### config.mk
export PLATFORM = sky130hd
export DESIGN_NAME = spi_frame_tx_flat
export DESIGN_NICKNAME = d
export VERILOG_FILES = /design/src/rtl/spi_frame_tx_if.sv /design/src/rtl/spi_frame_tx.sv /design/src/flat_wrapper.sv
export SDC_FILE = /design/constraint.sdc
export NUM_CORES = 1
export LEC_CHECK = 0
export ABC_CLOCK_PERIOD_IN_PS = 2600
export BUFFER_PORTS_ARGS = -buffer_cell sky130_fd_sc_hd__buf_2
export CELL_PAD_IN_SITES_DETAIL_PLACEMENT = 0
export CELL_PAD_IN_SITES_GLOBAL_PLACEMENT = 1
export CORE_MARGIN = 10
export CORE_UTILIZATION = 42
export CTS_CLUSTER_DIAMETER = 100
export CTS_CLUSTER_SIZE = 28
export DETAILED_ROUTE_END_ITERATION = 12
export HOLD_SLACK_MARGIN = 0.08
export PLACE_DENSITY = 0.84
export SYNTH_ARGS = -nofsm -noshare
export SYNTH_HDL_FRONTEND = slang
export SYNTH_SLANG_ARGS = --single-unit
### constraint.sdc
create_clock -name clk -period 2.6 [get_ports clk]
set_clock_uncertainty 0.2 [all_clocks]
set_input_delay 0.26 -clock clk [delete_from_list [all_inputs] [get_ports clk]]
set_output_delay 0.26 -clock clk [all_outputs]
set_load 0.02 [all_outputs]
### src/rtl/spi_frame_tx_if.sv
// ---------------------------------------------------------------------------
// spi_frame_tx_if
//
// Groups the request handshake and the SPI pins of spi_frame_tx.
//
// Signals:
//   start  request to send a frame (accepted when start && ready)
//   frame  payload, frame[FRAME_BITS-1] is transmitted first
//   ready  transmitter idle and able to accept start
//   busy   frame in flight (cycle after accept until done)
//   done   one-cycle pulse on the first cs-high cycle after a frame
//   sck    serial clock, idle low
//   cs     chip select, active-low, idle high
//   sdo    serial data out, MSB first
//
// Modports:
//   master  the transmitter itself (SPI master, answers start)
//   slave   the client side that requests frames and observes the link
// ---------------------------------------------------------------------------
interface spi_frame_tx_if #(
  parameter int FRAME_BITS = 336
);
  logic                  start;
  logic [FRAME_BITS-1:0] frame;
  logic                  ready;
  logic                  busy;
  logic                  done;
  logic                  sck;
  logic                  cs;
  logic                  sdo;

  modport master (
    input  start,
    input  frame,
    output ready,
    output busy,
    output done,
    output sck,
    output cs,
    output sdo
  );

  modport slave (
    output start,
    output frame,
    input  ready,
    input  busy,
    input  done,
    input  sck,
    input  cs,
    input  sdo
  );
endinterface

### src/rtl/spi_frame_tx.sv
// ---------------------------------------------------------------------------
// spi_frame_tx
//
// SPI mode-0 master transmitter for one fixed-length frame. Generates sck,
// active-low cs and sdo from clk. Data leaves MSB first; sdo changes only on
// the clk edge where sck falls (or at cs assertion for the first bit), so it
// is stable for a full half-period around every rising sck edge.
//
// Ports:
//   clk      system clock, all logic on posedge
//   reset_n  synchronous, active-low reset; abandons any frame in flight
//   bus      spi_frame_tx_if.master: start/frame in; ready, busy, done,
//            sck, cs, sdo out (all outputs registered)
//
// Parameters:
//   FRAME_BITS  bits per frame (>=2)
//   CLK_DIV     clk cycles per sck half-period (>=1)
//   CS_SETUP    clk cycles cs low before the first sck rise (>=1)
//   CS_HOLD     clk cycles cs low after the last sck fall (>=1)
//   CS_GAP      extra cs-high cycles after done before ready (>=0)
//
// Optional build macro: SPI_TX_RESYNC_EN
//   When defined, the first frame after reset is preceded by two sck pulses
//   with cs high and sdo low. A receiver that clears its bit counter on an
//   sck rise with cs high is thereby flushed of any partial count left by a
//   mid-frame reset. Later frames skip this step.
// ---------------------------------------------------------------------------
module spi_frame_tx #(
  parameter int FRAME_BITS = 336,
  parameter int CLK_DIV    = 2,
  parameter int CS_SETUP   = 2,
  parameter int CS_HOLD    = 2,
  parameter int CS_GAP     = 2
) (
  input  logic           clk,
  input  logic           reset_n,
  spi_frame_tx_if.master bus
);

  // Timer must hold the largest "last count" of any timed state.
  localparam int MAX_A = (CLK_DIV > CS_SETUP) ? CLK_DIV : CS_SETUP;
  localparam int MAX_B = (CS_HOLD > CS_GAP) ? CS_HOLD : CS_GAP;
  localparam int MAX_T = (MAX_A > MAX_B) ? MAX_A : MAX_B;
  localparam int TW    = $clog2(MAX_T + 1);
  localparam int BW    = $clog2(FRAME_BITS + 1);

  localparam logic [TW-1:0] DIV_LAST   = TW'(CLK_DIV - 1);
  localparam logic [TW-1:0] SETUP_LAST = TW'(CS_SETUP - 1);
  localparam logic [TW-1:0] HOLD_LAST  = TW'(CS_HOLD - 1);
  localparam logic [TW-1:0] GAP_LAST   = TW'((CS_GAP > 0) ? (CS_GAP - 1) : 0);
  localparam logic [BW-1:0] BITS_LAST  = BW'(FRAME_BITS - 1);
  localparam bit            HAS_GAP    = (CS_GAP > 0);

  typedef enum logic [2:0] {
    S_IDLE,
    S_SETUP,
    S_LOW,
    S_HIGH,
    S_HOLD,
    S_DONE,
    S_GAP
`ifdef SPI_TX_RESYNC_EN
    ,
    S_RESYNC
`endif
  } state_t;

  // -------------------------------------------------------------------------
  // State and output registers
  // -------------------------------------------------------------------------
  state_t                r_state;
  logic [TW-1:0]         r_tcnt;
  logic [BW-1:0]         r_bcnt;
  logic [FRAME_BITS-1:0] r_shift;
  logic                  r_sck;
  logic                  r_cs;
  logic                  r_sdo;
  logic                  r_ready;
  logic                  r_busy;
  logic                  r_done;

  state_t                w_state_next;
  logic [TW-1:0]         w_tcnt_next;
  logic [BW-1:0]         w_bcnt_next;
  logic [FRAME_BITS-1:0] w_shift_next;
  logic                  w_sck_next;
  logic                  w_cs_next;
  logic                  w_sdo_next;
  logic                  w_ready_next;
  logic                  w_busy_next;
  logic                  w_done_next;

`ifdef SPI_TX_RESYNC_EN
  // r_resync_pend: set by reset, cleared once the flush pulses have gone out.
  // r_pulse: 0 while emitting the first flush pulse, 1 for the second.
  logic                  r_resync_pend;
  logic                  r_pulse;
  logic                  w_resync_pend_next;
  logic                  w_pulse_next;
`endif

  always_ff @(posedge clk) begin
    if (!reset_n) begin
      r_state <= S_IDLE;
      r_tcnt  <= '0;
      r_bcnt  <= '0;
      r_shift <= '0;
      r_sck   <= 1'b0;
      r_cs    <= 1'b1;
      r_sdo   <= 1'b0;
      r_ready <= 1'b1;
      r_busy  <= 1'b0;
      r_done  <= 1'b0;
`ifdef SPI_TX_RESYNC_EN
      r_resync_pend <= 1'b1;
      r_pulse       <= 1'b0;
`endif
    end else begin
      r_state <= w_state_next;
      r_tcnt  <= w_tcnt_next;
      r_bcnt  <= w_bcnt_next;
      r_shift <= w_shift_next;
      r_sck   <= w_sck_next;
      r_cs    <= w_cs_next;
      r_sdo   <= w_sdo_next;
      r_ready <= w_ready_next;
      r_busy  <= w_busy_next;
      r_done  <= w_done_next;
`ifdef SPI_TX_RESYNC_EN
      r_resync_pend <= w_resync_pend_next;
      r_pulse       <= w_pulse_next;
`endif
    end
  end

  // -------------------------------------------------------------------------
  // Next-state and next-output logic. Every output is a register, so the
  // values computed here are what the pins show one cycle later.
  // -------------------------------------------------------------------------
  always_comb begin
    w_state_next = r_state;
    w_tcnt_next  = r_tcnt + TW'(1);
    w_bcnt_next  = r_bcnt;
    w_shift_next = r_shift;
    w_sck_next   = r_sck;
    w_cs_next    = r_cs;
    w_sdo_next   = r_sdo;
    w_ready_next = 1'b0;
    w_busy_next  = r_busy;
    w_done_next  = 1'b0;
`ifdef SPI_TX_RESYNC_EN
    w_resync_pend_next = r_resync_pend;
    w_pulse_next       = r_pulse;
`endif

    case (r_state)
      S_IDLE: begin
        w_tcnt_next  = '0;
        w_ready_next = 1'b1;
        if (bus.start && r_ready) begin
          // Accept: payload is captured here and never looked at again.
          w_shift_next = bus.frame;
          w_bcnt_next  = '0;
          w_busy_next  = 1'b1;
          w_ready_next = 1'b0;
          w_sck_next   = 1'b0;
`ifdef SPI_TX_RESYNC_EN
          if (r_resync_pend) begin
            // cs stays high and sdo low while the flush pulses run.
            w_state_next = S_RESYNC;
            w_sdo_next   = 1'b0;
            w_pulse_next = 1'b0;
          end else begin
            w_state_next = S_SETUP;
            w_cs_next    = 1'b0;
            w_sdo_next   = bus.frame[FRAME_BITS-1];
          end
`else
          w_state_next = S_SETUP;
          w_cs_next    = 1'b0;
          w_sdo_next   = bus.frame[FRAME_BITS-1];
`endif
        end
      end

`ifdef SPI_TX_RESYNC_EN
      S_RESYNC: begin
        // Two pulses of CLK_DIV low then CLK_DIV high, cs high throughout.
        if (r_tcnt == DIV_LAST) begin
          w_tcnt_next = '0;
          if (!r_sck) begin
            w_sck_next = 1'b1;
          end else begin
            w_sck_next = 1'b0;
            if (r_pulse) begin
              // Flush complete: fall straight into the normal frame start.
              w_pulse_next       = 1'b0;
              w_resync_pend_next = 1'b0;
              w_state_next       = S_SETUP;
              w_cs_next          = 1'b0;
              w_sdo_next         = r_shift[FRAME_BITS-1];
            end else begin
              w_pulse_next = 1'b1;
            end
          end
        end
      end
`endif

      S_SETUP: begin
        if (r_tcnt == SETUP_LAST) begin
          w_tcnt_next  = '0;
          w_state_next = S_LOW;
        end
      end

      S_LOW: begin
        if (r_tcnt == DIV_LAST) begin
          w_tcnt_next  = '0;
          w_sck_next   = 1'b1;
          w_state_next = S_HIGH;
        end
      end

      S_HIGH: begin
        if (r_tcnt == DIV_LAST) begin
          w_tcnt_next = '0;
          w_sck_next  = 1'b0;
          w_bcnt_next = r_bcnt + BW'(1);
          if (r_bcnt == BITS_LAST) begin
            w_state_next = S_HOLD;
            w_sdo_next   = 1'b0;
          end else begin
            // Next bit appears together with the sck fall. The register is
            // rotated rather than shifted so that the sent MSB wraps into the
            // bottom; it is never transmitted again.
            w_state_next = S_LOW;
            w_shift_next = {r_shift[FRAME_BITS-2:0], r_shift[FRAME_BITS-1]};
            w_sdo_next   = r_shift[FRAME_BITS-2];
          end
        end
      end

      S_HOLD: begin
        if (r_tcnt == HOLD_LAST) begin
          w_tcnt_next  = '0;
          w_state_next = S_DONE;
          w_cs_next    = 1'b1;
          w_done_next  = 1'b1;
          w_busy_next  = 1'b0;
        end
      end

      S_DONE: begin
        w_tcnt_next = '0;
        if (HAS_GAP) begin
          w_state_next = S_GAP;
        end else begin
          w_state_next = S_IDLE;
          w_ready_next = 1'b1;
        end
      end

      S_GAP: begin
        if (r_tcnt == GAP_LAST) begin
          w_tcnt_next  = '0;
          w_state_next = S_IDLE;
          w_ready_next = 1'b1;
        end
      end

      default: begin
        // Unreachable encodings recover to a clean idle link.
        w_state_next = S_IDLE;
        w_tcnt_next  = '0;
        w_sck_next   = 1'b0;
        w_cs_next    = 1'b1;
        w_sdo_next   = 1'b0;
        w_busy_next  = 1'b0;
        w_ready_next = 1'b1;
      end
    endcase
  end

  assign bus.ready = r_ready;
  assign bus.busy  = r_busy;
  assign bus.done  = r_done;
  assign bus.sck   = r_sck;
  assign bus.cs    = r_cs;
  assign bus.sdo   = r_sdo;

endmodule

### src/flat_wrapper.sv
// flat-port wrapper written by rule: the top's interface ports become plain ports
module spi_frame_tx_flat 
#(
  parameter int FRAME_BITS = 336,
  parameter int CLK_DIV    = 2,
  parameter int CS_SETUP   = 2,
  parameter int CS_HOLD    = 2,
  parameter int CS_GAP     = 2
)
  (clk, reset_n, bus_start, bus_frame, bus_ready, bus_busy, bus_done, bus_sck, bus_cs, bus_sdo);
  spi_frame_tx_if #(.FRAME_BITS(FRAME_BITS)) bus_i ();
  input  logic clk;
  input  logic reset_n;
  input wire logic [$bits(bus_i.start)-1:0] bus_start;
  input wire logic [$bits(bus_i.frame)-1:0] bus_frame;
  output wire logic [$bits(bus_i.ready)-1:0] bus_ready;
  output wire logic [$bits(bus_i.busy)-1:0] bus_busy;
  output wire logic [$bits(bus_i.done)-1:0] bus_done;
  output wire logic [$bits(bus_i.sck)-1:0] bus_sck;
  output wire logic [$bits(bus_i.cs)-1:0] bus_cs;
  output wire logic [$bits(bus_i.sdo)-1:0] bus_sdo;
  assign bus_i.start = bus_start;
  assign bus_i.frame = bus_frame;
  assign bus_ready = bus_i.ready;
  assign bus_busy = bus_i.busy;
  assign bus_done = bus_i.done;
  assign bus_sck = bus_i.sck;
  assign bus_cs = bus_i.cs;
  assign bus_sdo = bus_i.sdo;
  spi_frame_tx #(.FRAME_BITS(FRAME_BITS), .CLK_DIV(CLK_DIV), .CS_SETUP(CS_SETUP), .CS_HOLD(CS_HOLD), .CS_GAP(CS_GAP)) u_core (.clk(clk), .reset_n(reset_n), .bus(bus_i));
endmodule
### Word-level counts from Yosys, hierarchy flattened

Cells that the tools add are included.
Widths: inputs -> output; s select.

| storage, ports and cells | value |
|---|---|
| register bits | 356 |
| output and inout bits | 6 |

| cells by class | value |
|---|---|
| $add $sub $neg | 2 |
| equality and inequality tests | 15 |
| muxes and demuxes | 29 |
| bitwise operators | 5 |
| reduce and logical (&&, ||, !) cells | 16 |

Operators with widths:

| kind | count |
|---|---|
| $mux 336 | 3 |
| $pmux 336 s2 | 1 |
| $mux 3 | 7 |
| $pmux 3 s7 | 1 |
| $reduce_or 5->1 | 4 |
| $mux 9 | 2 |
| $pmux 9 s2 | 1 |
| $ne 2x1->1 const B | 6 |
| $pmux 1 s3 | 4 |
| $add 9x1->9 const B | 1 |
| $eq 3x3->1 const B | 3 |
| $eq 9x9->1 const B | 1 |
| $mux 1 | 9 |
| $reduce_and 3->1 | 3 |
| $reduce_and 4->1 | 2 |
| $eq 3x2->1 const B | 2 |
| $reduce_and 6->1 | 1 |
| $not 1->1 | 5 |
| $pmux 1 s4 | 1 |
| $reduce_or 4->1 | 1 |
| $eq 3x1->1 const B | 1 |
| $logic_not 3->1 | 1 |
| $reduce_or 3->1 | 1 |
| $add 2x1->2 const B | 1 |
| 5 further kinds | 5 |

### Longest topological paths before layout

Gate-level depths: netlist of run 1.

| depth | value |
|---|---|
| word-level depth | 4 |
| gate-level depth with buffers | 10 |
| depth with buffers taken out | 6 |

### Worst setup path before layout of run 1

OpenSTA, ideal clock, no wires.

| timing | value |
|---|---|
| kind | register -> register |
| start point | reg u_core.r_bcnt[0] |
| end point | reg u_core.r_shift[142] |
| arrival time | 1692 ps |
| path slack | 583 ps |
| stages on the path, launching flop included | 10 |
| buffers on the path | 4 |
| period minus slack after synthesis | 2017 ps |
| cells stage by stage | dfxtp_1 -> ha_1 -> and4_1 -> a21boi_2 -> or2_1 -> clkbuf_1 -> buf_2 -> buf_6 -> buf_6 -> a21oi_2 |

| on the way | value |
|---|---|
| word-level cells in the longest chain between the ends | 3 |

Ends and longest elaborated chain:

| element | RTL line | text |
|---|---|---|
| start, declared | spi_frame_tx.sv:73 | `logic [BW-1:0] r_bcnt;` |
| start signal, assigned | spi_frame_tx.sv:121 | `r_bcnt <= w_bcnt_next;` |
| $eq 9x9->1 | spi_frame_tx.sv:230 | `if (r_bcnt == BITS_LAST) begin` |
| $ne 2x2->1 (no source line) | n/a |  |
| $reduce_and 4->1 (no source line) | n/a |  |
| end signal, assigned | spi_frame_tx.sv:122 | `r_shift <= w_shift_next;` |
| end, declared | spi_frame_tx.sv:74 | `logic [FRAME_BITS-1:0] r_shift;` |

No other way between the ends.
A chain may end at the register's enable or synchronous reset.

### Final worst setup path of run 1

| timing | value |
|---|---|
| start point | reg u_core.r_bcnt[0] |
| end point | reg u_core.r_shift[38] |

Same word-level chain as after synthesis.

==> run summary, run 1 <==
Measured against its own limit, the worst slew margin works out to 47.2%. The switching share of power is 28.1%. Walking the worst path, the cells encountered are ha_1 -> and4_1 -> a21boi_4 -> buf_12 -> o31ai_1 -> a21oi_1. Dividing the detail-routed via count by the number of cells gives 5.73. Counting flops and latches in the post-synthesis netlist gives 356. The proportion of power drawn by flip-flops and latches is 53.4%, and the post-synth design cell area is 16500 sq um. The largest family of logic cells by synthesized area is compound AO/OA/AOI/OAI gates. The area fraction in and, or, nand and nor cells after synthesis is 1.45%, and the maximum count of clock buffers along a single path is 3. The count of different cell masters after synthesis is 43, and the data required time at the worst endpoint is 2.83 ns. The clock transition at the registers of the reported paths came out at 0.11 ns. Internal power comes to 8.60 mW. The fraction of synthesis flops using an asynchronous set or reset pin was 0%.

The congestion estimate from routability-driven global placement came to 0.787. The root buffer cell is sky130_fd_sc_hd__clkbuf_16. Setup repair after global routing left no endpoint under its margin. The XOR/XNOR share of the synthesized area works out to 0.106%.

Ratio of total power to cell area: 527 nW/um^2. Number of top-level design ports: 345. VDD sags by at most 0.000381 V. After detailed routing, the number of remaining DRC violations is 0. The flow ran to the end, and the final reports show no timing, DRC or antenna violations.

The worst setup path is captured at a flop. For this run, the top clock speed supported by timing is 0.401 GHz. In the synthesized netlist, mux cells make up 20.5% of the area. The tools report the startpoint kind of the worst setup timing path as a flop. Entering global routing, the biggest net connects 151 pins. The worst min-delay path category was input port to flop. The dominant synthesized flop cell is sky130_fd_sc_hd__dfxtp_1. The logs give 2550 for the final-stage net count and 38700 sq um for the standard cell core area. The category of the critical setup timing path is flop to flop. The number of sinks on the clock net was 356; the global-route wire length before repair was 87100 um. Detailed placement ended at an HPWL of 31600 um. The floorplan step set the die width to 218 um.

Total of buffers placed on input and output ports: 344. Setup violations remaining at the end of the flow were counted as 0. The routed design could run at a clock period as short as 2.50 ns. The worst-margin pin slew is 0.792 ns, and the number of optimization iterations in the first detailed-route pass is 7. Count of yosys warnings during synthesis: 0.

Measured along the y axis, the die boundary spans 218 um. The overall die area came out at 47700 sq um. The tightest hold path in the finished design has a slack of 0.188 ns. In this run the remaining antenna-violating nets after routing total 0.

The logs give 0 for the max capacitance violation total and 12.0 mW for the post-route total power. Adding up every negative setup slack in the final design gives 0 ns. The final hold violation count came out at 0.

The max-slew violation count is 0, and the average wire per cell in the routed design is 20.4 um. The analysis attributes to net switching a power of 3.36 mW. The run gives 15773 as the vias after detailed routing. The total placed cells including tap cells is 2366, and the number of buffers inserted during clock tree synthesis is 16. The synthesized-area fraction occupied by adder cells was 0.151%.

Commonest non-fill, non-tap cell in the layout: sky130_fd_sc_hd__dfxtp_1. The share of the Yosys chip area taken by registers is 43.1%. Leaving out fill and tap cells, the most frequent cells in the layout are sky130_fd_sc_hd__dfxtp_1, sky130_fd_sc_hd__buf_2, sky130_fd_sc_hd__o31ai_1, sky130_fd_sc_hd__dlygate4sd3_1, sky130_fd_sc_hd__mux2i_1. The analysis attributes to cell leakage a power of 11.7 nW. The routed design has 56200 um of wire. Excluding fillers, the count of instances in the completed layout stands at 2751.

Global routing finished with a remaining overflow of 0. In this run, synthesis inferred 0 flip-flops with an integrated enable. TritonCTS built the clock tree. The area growth from synthesis to final layout was 37.4%; the proportion of layout cells with a drive suffix above 1 was 23.7%. Of the available clock period, the critical path in the final layout requires 96.0%. The floorplan has 72 rows. The initial detailed-routing violation count came out at 1470. In this run, the clock network consumes 25.4% of the power. The delay of the slowest critical-path stage is 0.49 ns, and the number of global-route vias before repair is 15942. In this run the mean area of a mapped cell was 10.0 sq um.

Of the total power, combinational logic draws 21.1%. The latest clock arrival within the worst-skew pair was 0.52 ns; the critical-path maximum fanout was 150. When the netlist entered floorplanning its net count stood at 1989.

The critical path's slowest cell was sky130_fd_sc_hd__buf_12. The global-route usage over all layers came out at 21.9%. The initial antenna violation count came out at 15.

The logs give 2.72 ns for the signal arrival time at the worst endpoint and 42.7% for the initial core utilization. Synthesis handed over a netlist of 1648 instances. Summing the areas of all compound-gate instances in the mapped netlist gives 29.1% of the synthesized area. The tools report the H-tree level count as 1.
## power groups by stage
stage          Clock (mW)  Combinational (mW)  Sequential, mW
2_1_floorplan           0                1.43            6.40
3_3_place_gp            0                2.01            6.48
3_5_place_dp            0                2.05            6.49
4_1_cts              3.13                2.46            6.37
5_1_grt              3.30                2.73            6.45
6_report             3.04                2.53            6.40
## synth_stat cells (5+ instances only)
master	count	area, sq um
sky130_fd_sc_hd__nand3_1	6	30.0
sky130_fd_sc_hd__clkbuf_1	111	417
sky130_fd_sc_hd__buf_6	11	124
sky130_fd_sc_hd__o21ai_0	9	45.0
sky130_fd_sc_hd__a21oi_1	245	1230
sky130_fd_sc_hd__nor2_1	9	33.8
sky130_fd_sc_hd__dfxtp_1	356	7130
sky130_fd_sc_hd__buf_1	10	37.5
sky130_fd_sc_hd__inv_1	7	26.3
sky130_fd_sc_hd__buf_2	61	305
sky130_fd_sc_hd__o31ai_1	339	2540
sky130_fd_sc_hd__mux2i_1	337	3370
sky130_fd_sc_hd__nand2_1	5	18.8
sky130_fd_sc_hd__a21oi_2	100	876
## state kept, by name, indices dropped and copies added, names as in the netlist
| register | cells |
|---|---|
| u_core.bus.sdo | 1 |
| u_core.r_tcnt | 2 |
| u_core.r_bcnt | 9 |
| u_core.r_shift | 336 |
| u_core.r_state | 3 |
| u_core.bus.cs | 1 |
| u_core.bus.busy | 1 |
| u_core.bus.ready | 1 |
| u_core.bus.sck | 1 |
| u_core.bus.done | 1 |
## metal layers
metal	global-route usage (%)	up-vias	share of wire, %
li1	-	7413	-
met5	0	-	0.039
met1	26.7	7512	41
met2	34.9	637	48
met3	5.46	207	6.2
met4	12.0	4	5.1
## per-stage QoR
stage | util, % | instance area (sq um) | setup WS, ns
floorplan | - | 16500 | 0.583
global placement | 48.3 | 18700 | 0.238
detailed placement | 48.3 | 18700 | 0.162
CTS | 58.3 | 22600 | 0.0285
global route | 58.6 | 22700 | 0.0158
finish | 58.6 | 22700 | 0.103
## layout make-up
class,instances,area [sq um]
Fill cell,3142,16000
Clock inverter,2,35.0
Timing Repair Buffer,738,5900
Inverter,7,26.3
Sequential cell,356,7130
Clock buffer,18,429
Antenna cell,22,55.1
Tap cell,518,648
Multi-Input combinational cell,1090,8490
## kinds of logic (layout without fill, tap and decap cells)
kind of cell | after synthesis | after routing
other | 0 | 22
buffers and inverters | 202 | 765
DFF | 356 | 356
adders and majority gates | 2 | 2
xor gates and xnor gates | 2 | 2
and+or+nand+nor | 41 | 41
muxes | 338 | 338
AOI/OAI and AO/OA | 707 | 707
## final timing paths
kind	startpoint	end	slack, ns	cells past startpoint
max	u_core.r_bcnt[0]	u_core.r_shift[38]	0.10	6
min	bus_start	u_core.r_bcnt[3]	0.19	5
max reg2reg	u_core.r_bcnt[0]	u_core.r_shift[38]	0.10	6
min reg2reg	u_core.r_tcnt[0]	u_core.r_tcnt[0]	0.23	1
## critical path: cells and delay by family (launching register included)
family / cells / cell delay [ns]
buf+inv: 1 / 0.49
simple gates: 1 / 0.26
flops: 1 / 0.38
fa+ha+maj: 1 / 0.27
compound gates: 3 / 0.65
## what timing repair did
item / in CTS / in global routing
endpoints found under the hold margin: 345 / 0
hold buffers: 339 / 0
setup buffers: 0 / 2
gates resized for setup: 0 / 1
endpoints found under the setup margin: 0 / 13
Note: power is estimated with default switching activity, not from simulation.
==> inputs of run 2 (changes only) <==
MAX_ROUTING_LAYER = met4   (was default)
==> run 2 against run 1 <==
Via count rose by 0.19%. Utilization rose by 0.094 points. Register-to-register slack barely moved. Final area rose by 0.16%. Final cell count rose by 0.15%. Critical path type unchanged. Critical endpoint is now u_core.r_shift[24]. Setup slack improved by 0.0018 ns. Flip-flop and latch count did not move. Sequential power barely moved. Power barely moved. Hold slack improved by 0.0025 ns. Largest cell class unchanged. Global-route usage rose by 0.67 points.
==> run summary, run 2 (synthesis gave the netlist of run 1 again) <==
Routed signal wires occupy layers up through met4. After filler insertion, the fill cell instance count of the layout stands at 3141. The initial detailed-routing violation count was 1405. The analysis attributes to net switching a power of 3.37 mW. The worst path meets setup with 0.105 ns of slack. Sequential cells burn 53.4% of the power. The die is 218 um wide. After detailed routing, the number of remaining DRC violations is 0. The number of failing setup endpoints in the final timing report came out at 0. The tools report the instance area at placement as 18700 sq um.

Entering global routing, the biggest net connects 151 pins. Worst-margin pin slew: 0.771 ns. Worst min-delay path category: input port to flop. The initial antenna violation count was 15; the die boundary height was 218 um. The critical path is of the flop to flop type. The worst relative slew slack was 48.6%. The proportion of layout cells with a drive suffix above 1 came out at 23.8%.

The number of sinks on the clock net came out at 356. Beginning of the worst hold path: bus_start. Summed over all failing endpoints, the final setup total negative slack is 0 ns. The initial core utilization was 42.7%; the flip-flop count of the largest register, all copies and words added was 336. Summed over all nets, the half-perimeter wirelength after detailed placement is 31600 um. Startpoint kind of the worst setup timing path: a flop. The run gives 22.6% as the global-route usage over all layers.

The average wire per cell in the routed design was 20.4 um; the critical-path maximum fanout was 18. Tracing the worst setup path back leads to its startpoint at u_core.r_bcnt[1]. Prior to clock tree synthesis, the placed netlist has a worst setup slack of 0.162 ns. The finished cells cover 22700 sq um. The detail route stage leaves a number of antenna-violating nets equal to 0. Detailed routing placed a total of 26900 um of wire on met2. In this run, the clock network consumes 25.5% of the power.

The total of buffers placed on input and output ports was 344; the number of buffers inserted during clock tree synthesis was 16. The library cell used most frequently in the layout, excluding fill and tap cells, is sky130_fd_sc_hd__dfxtp_1. At the end of routability-driven placement, the weighted congestion stood at 0.797. Vias after detailed routing: 15803. In the final layout, the registers with the most flip-flops are u_core.r_shift (336), u_core.r_bcnt (9), u_core.r_state (3). The latest clock arrival within the worst-skew pair is 0.52 ns, and the standard cell core area is 38700 sq um. The switching share of power is 28.1%. The final worst-path cycle share was 96.0%. The worst-case IR drop observed on VDD is 0.000384 V. The cell sitting at the root of the clock tree is a sky130_fd_sc_hd__clkbuf_16. Row generation in the floorplan step produced 72 rows. The register ranked first by flip-flop count was u_core.r_shift.

For the H-tree level count, the log shows 1. For the number of global-route vias before repair, the log shows 15958. Leaving out fill and tap cells, the most frequent cells in the layout are sky130_fd_sc_hd__dfxtp_1, sky130_fd_sc_hd__buf_2, sky130_fd_sc_hd__o31ai_1, sky130_fd_sc_hd__dlygate4sd3_1, sky130_fd_sc_hd__mux2i_1. The tightest hold path in the finished design has a slack of 0.190 ns.

During I/O placement, the number of pins put on the boundary was 345. The wire length on met1 is 23300 um. Wires add up to 56200 um. The flow ran to the end, and the final reports show no timing, DRC or antenna violations.

The tools report the global-route wire length before repair as 87000 um. Setup repair after global routing left no endpoint under its margin. The total leakage power is 11.7 nW.

Combinational logic burns 21.1% of the power. The number of optimization iterations in the first detailed-route pass is 6. Counting along the longest clock path gives a buffer depth of 3. At the worst endpoint, the required time is 2.81 ns.

The post-route minimum period is 2.49 ns, and the overall die area is 47700 sq um. From synthesis to final layout, the design area changed by 37.6%. The run gives 0 as the max-slew violation count. Based on the critical path, the design can be clocked at up to 0.401 GHz. Cells fill 58.7% of the core in the end.

Across the run, the number of max-cap violations was 0. Kind of end point of the critical path: a flop. Using the TritonRoute via totals, the vias-per-cell ratio works out to 5.74. Summed over all layers, the global routing overflow is 0.

Cell-internal power: 8.60 mW. In this run the power density over the cells is 526 nW/um^2. TritonCTS built the clock tree. The run gives 0 as the final hold violation count.

The design draws 12.0 mW. The clock transition at the registers of the reported paths was 0.11 ns; the signal arrival time at the worst endpoint was 2.70 ns. The startpoint of the worst-slack reg-to-reg timing path was u_core.r_bcnt[1].

At the end of the flow, the number of nets in the layout was 2551. Including well taps, the total number of placed cells is 2366. Wire segments on met3 add up to 3320 um in the final route.

Non-filler instance count after layout: 2755.
run 2: worst paths after layout:
kind                                      endpoint  slack (ns)  cells past startpoint
worst min register to register    u_core.r_tcnt[0]        0.23                      1
worst max-delay path            u_core.r_shift[24]        0.11                      8
worst min-delay path              u_core.r_bcnt[3]        0.19                      5
worst max register to register  u_core.r_shift[24]        0.11                      8
run 2: power groups by stage:
stage / logic (mW) / clock network, mW / registers (mW)
4_1_cts: 2.46 / 3.13 / 6.37
3_5_place_dp: 2.05 / 0 / 6.49
6_report: 2.53 / 3.05 / 6.40
5_1_grt: 2.73 / 3.31 / 6.45
2_1_floorplan: 1.43 / 0 / 6.40
3_3_place_gp: 2.01 / 0 / 6.48
run 2: layout make-up:
cell class	instances	area, sq um	share of cell area, %
clock buffers	18	429	1.89
inverters	7	26.3	0.116
well taps	518	648	2.85
flip-flops and latches	356	7130	31.3
clock inverters	2	35.0	0.154
diodes	25	62.6	0.275
repair buffers	739	5930	26.1
multi-input cells	1090	8490	37.3
run 2: what timing repair did:
item | 4_1_cts | 5_1_grt
hold buffers | 339 | 0
gates resized for setup | 0 | 3
buffers inserted | 0 | 3
endpoints found under the setup margin | 0 | 13
endpoints found under the hold margin | 345 | 0
run 2: per-layer routing:
| layer | vias to the layer above | global-route usage (%) |
|---|---|---|
| li1 | 7409 | - |
| met1 | 7545 | 27.0 |
| met2 | 648 | 35.0 |
| met3 | 201 | 4.93 |
| met5 | - | - |
| met4 | 0 | 12.0 |
run 2: critical path, stage by stage (launching register included):
cell	delay [ns]
sky130_fd_sc_hd__dfxtp_1	0.43
sky130_fd_sc_hd__ha_1	0.26
sky130_fd_sc_hd__and4_1	0.29
sky130_fd_sc_hd__a21boi_4	0.08
sky130_fd_sc_hd__buf_12	0.16
sky130_fd_sc_hd__buf_12	0.15
sky130_fd_sc_hd__o31ai_1	0.20
sky130_fd_sc_hd__a21oi_1	0.06
sky130_fd_sc_hd__dlygate4sd3_1	0.56
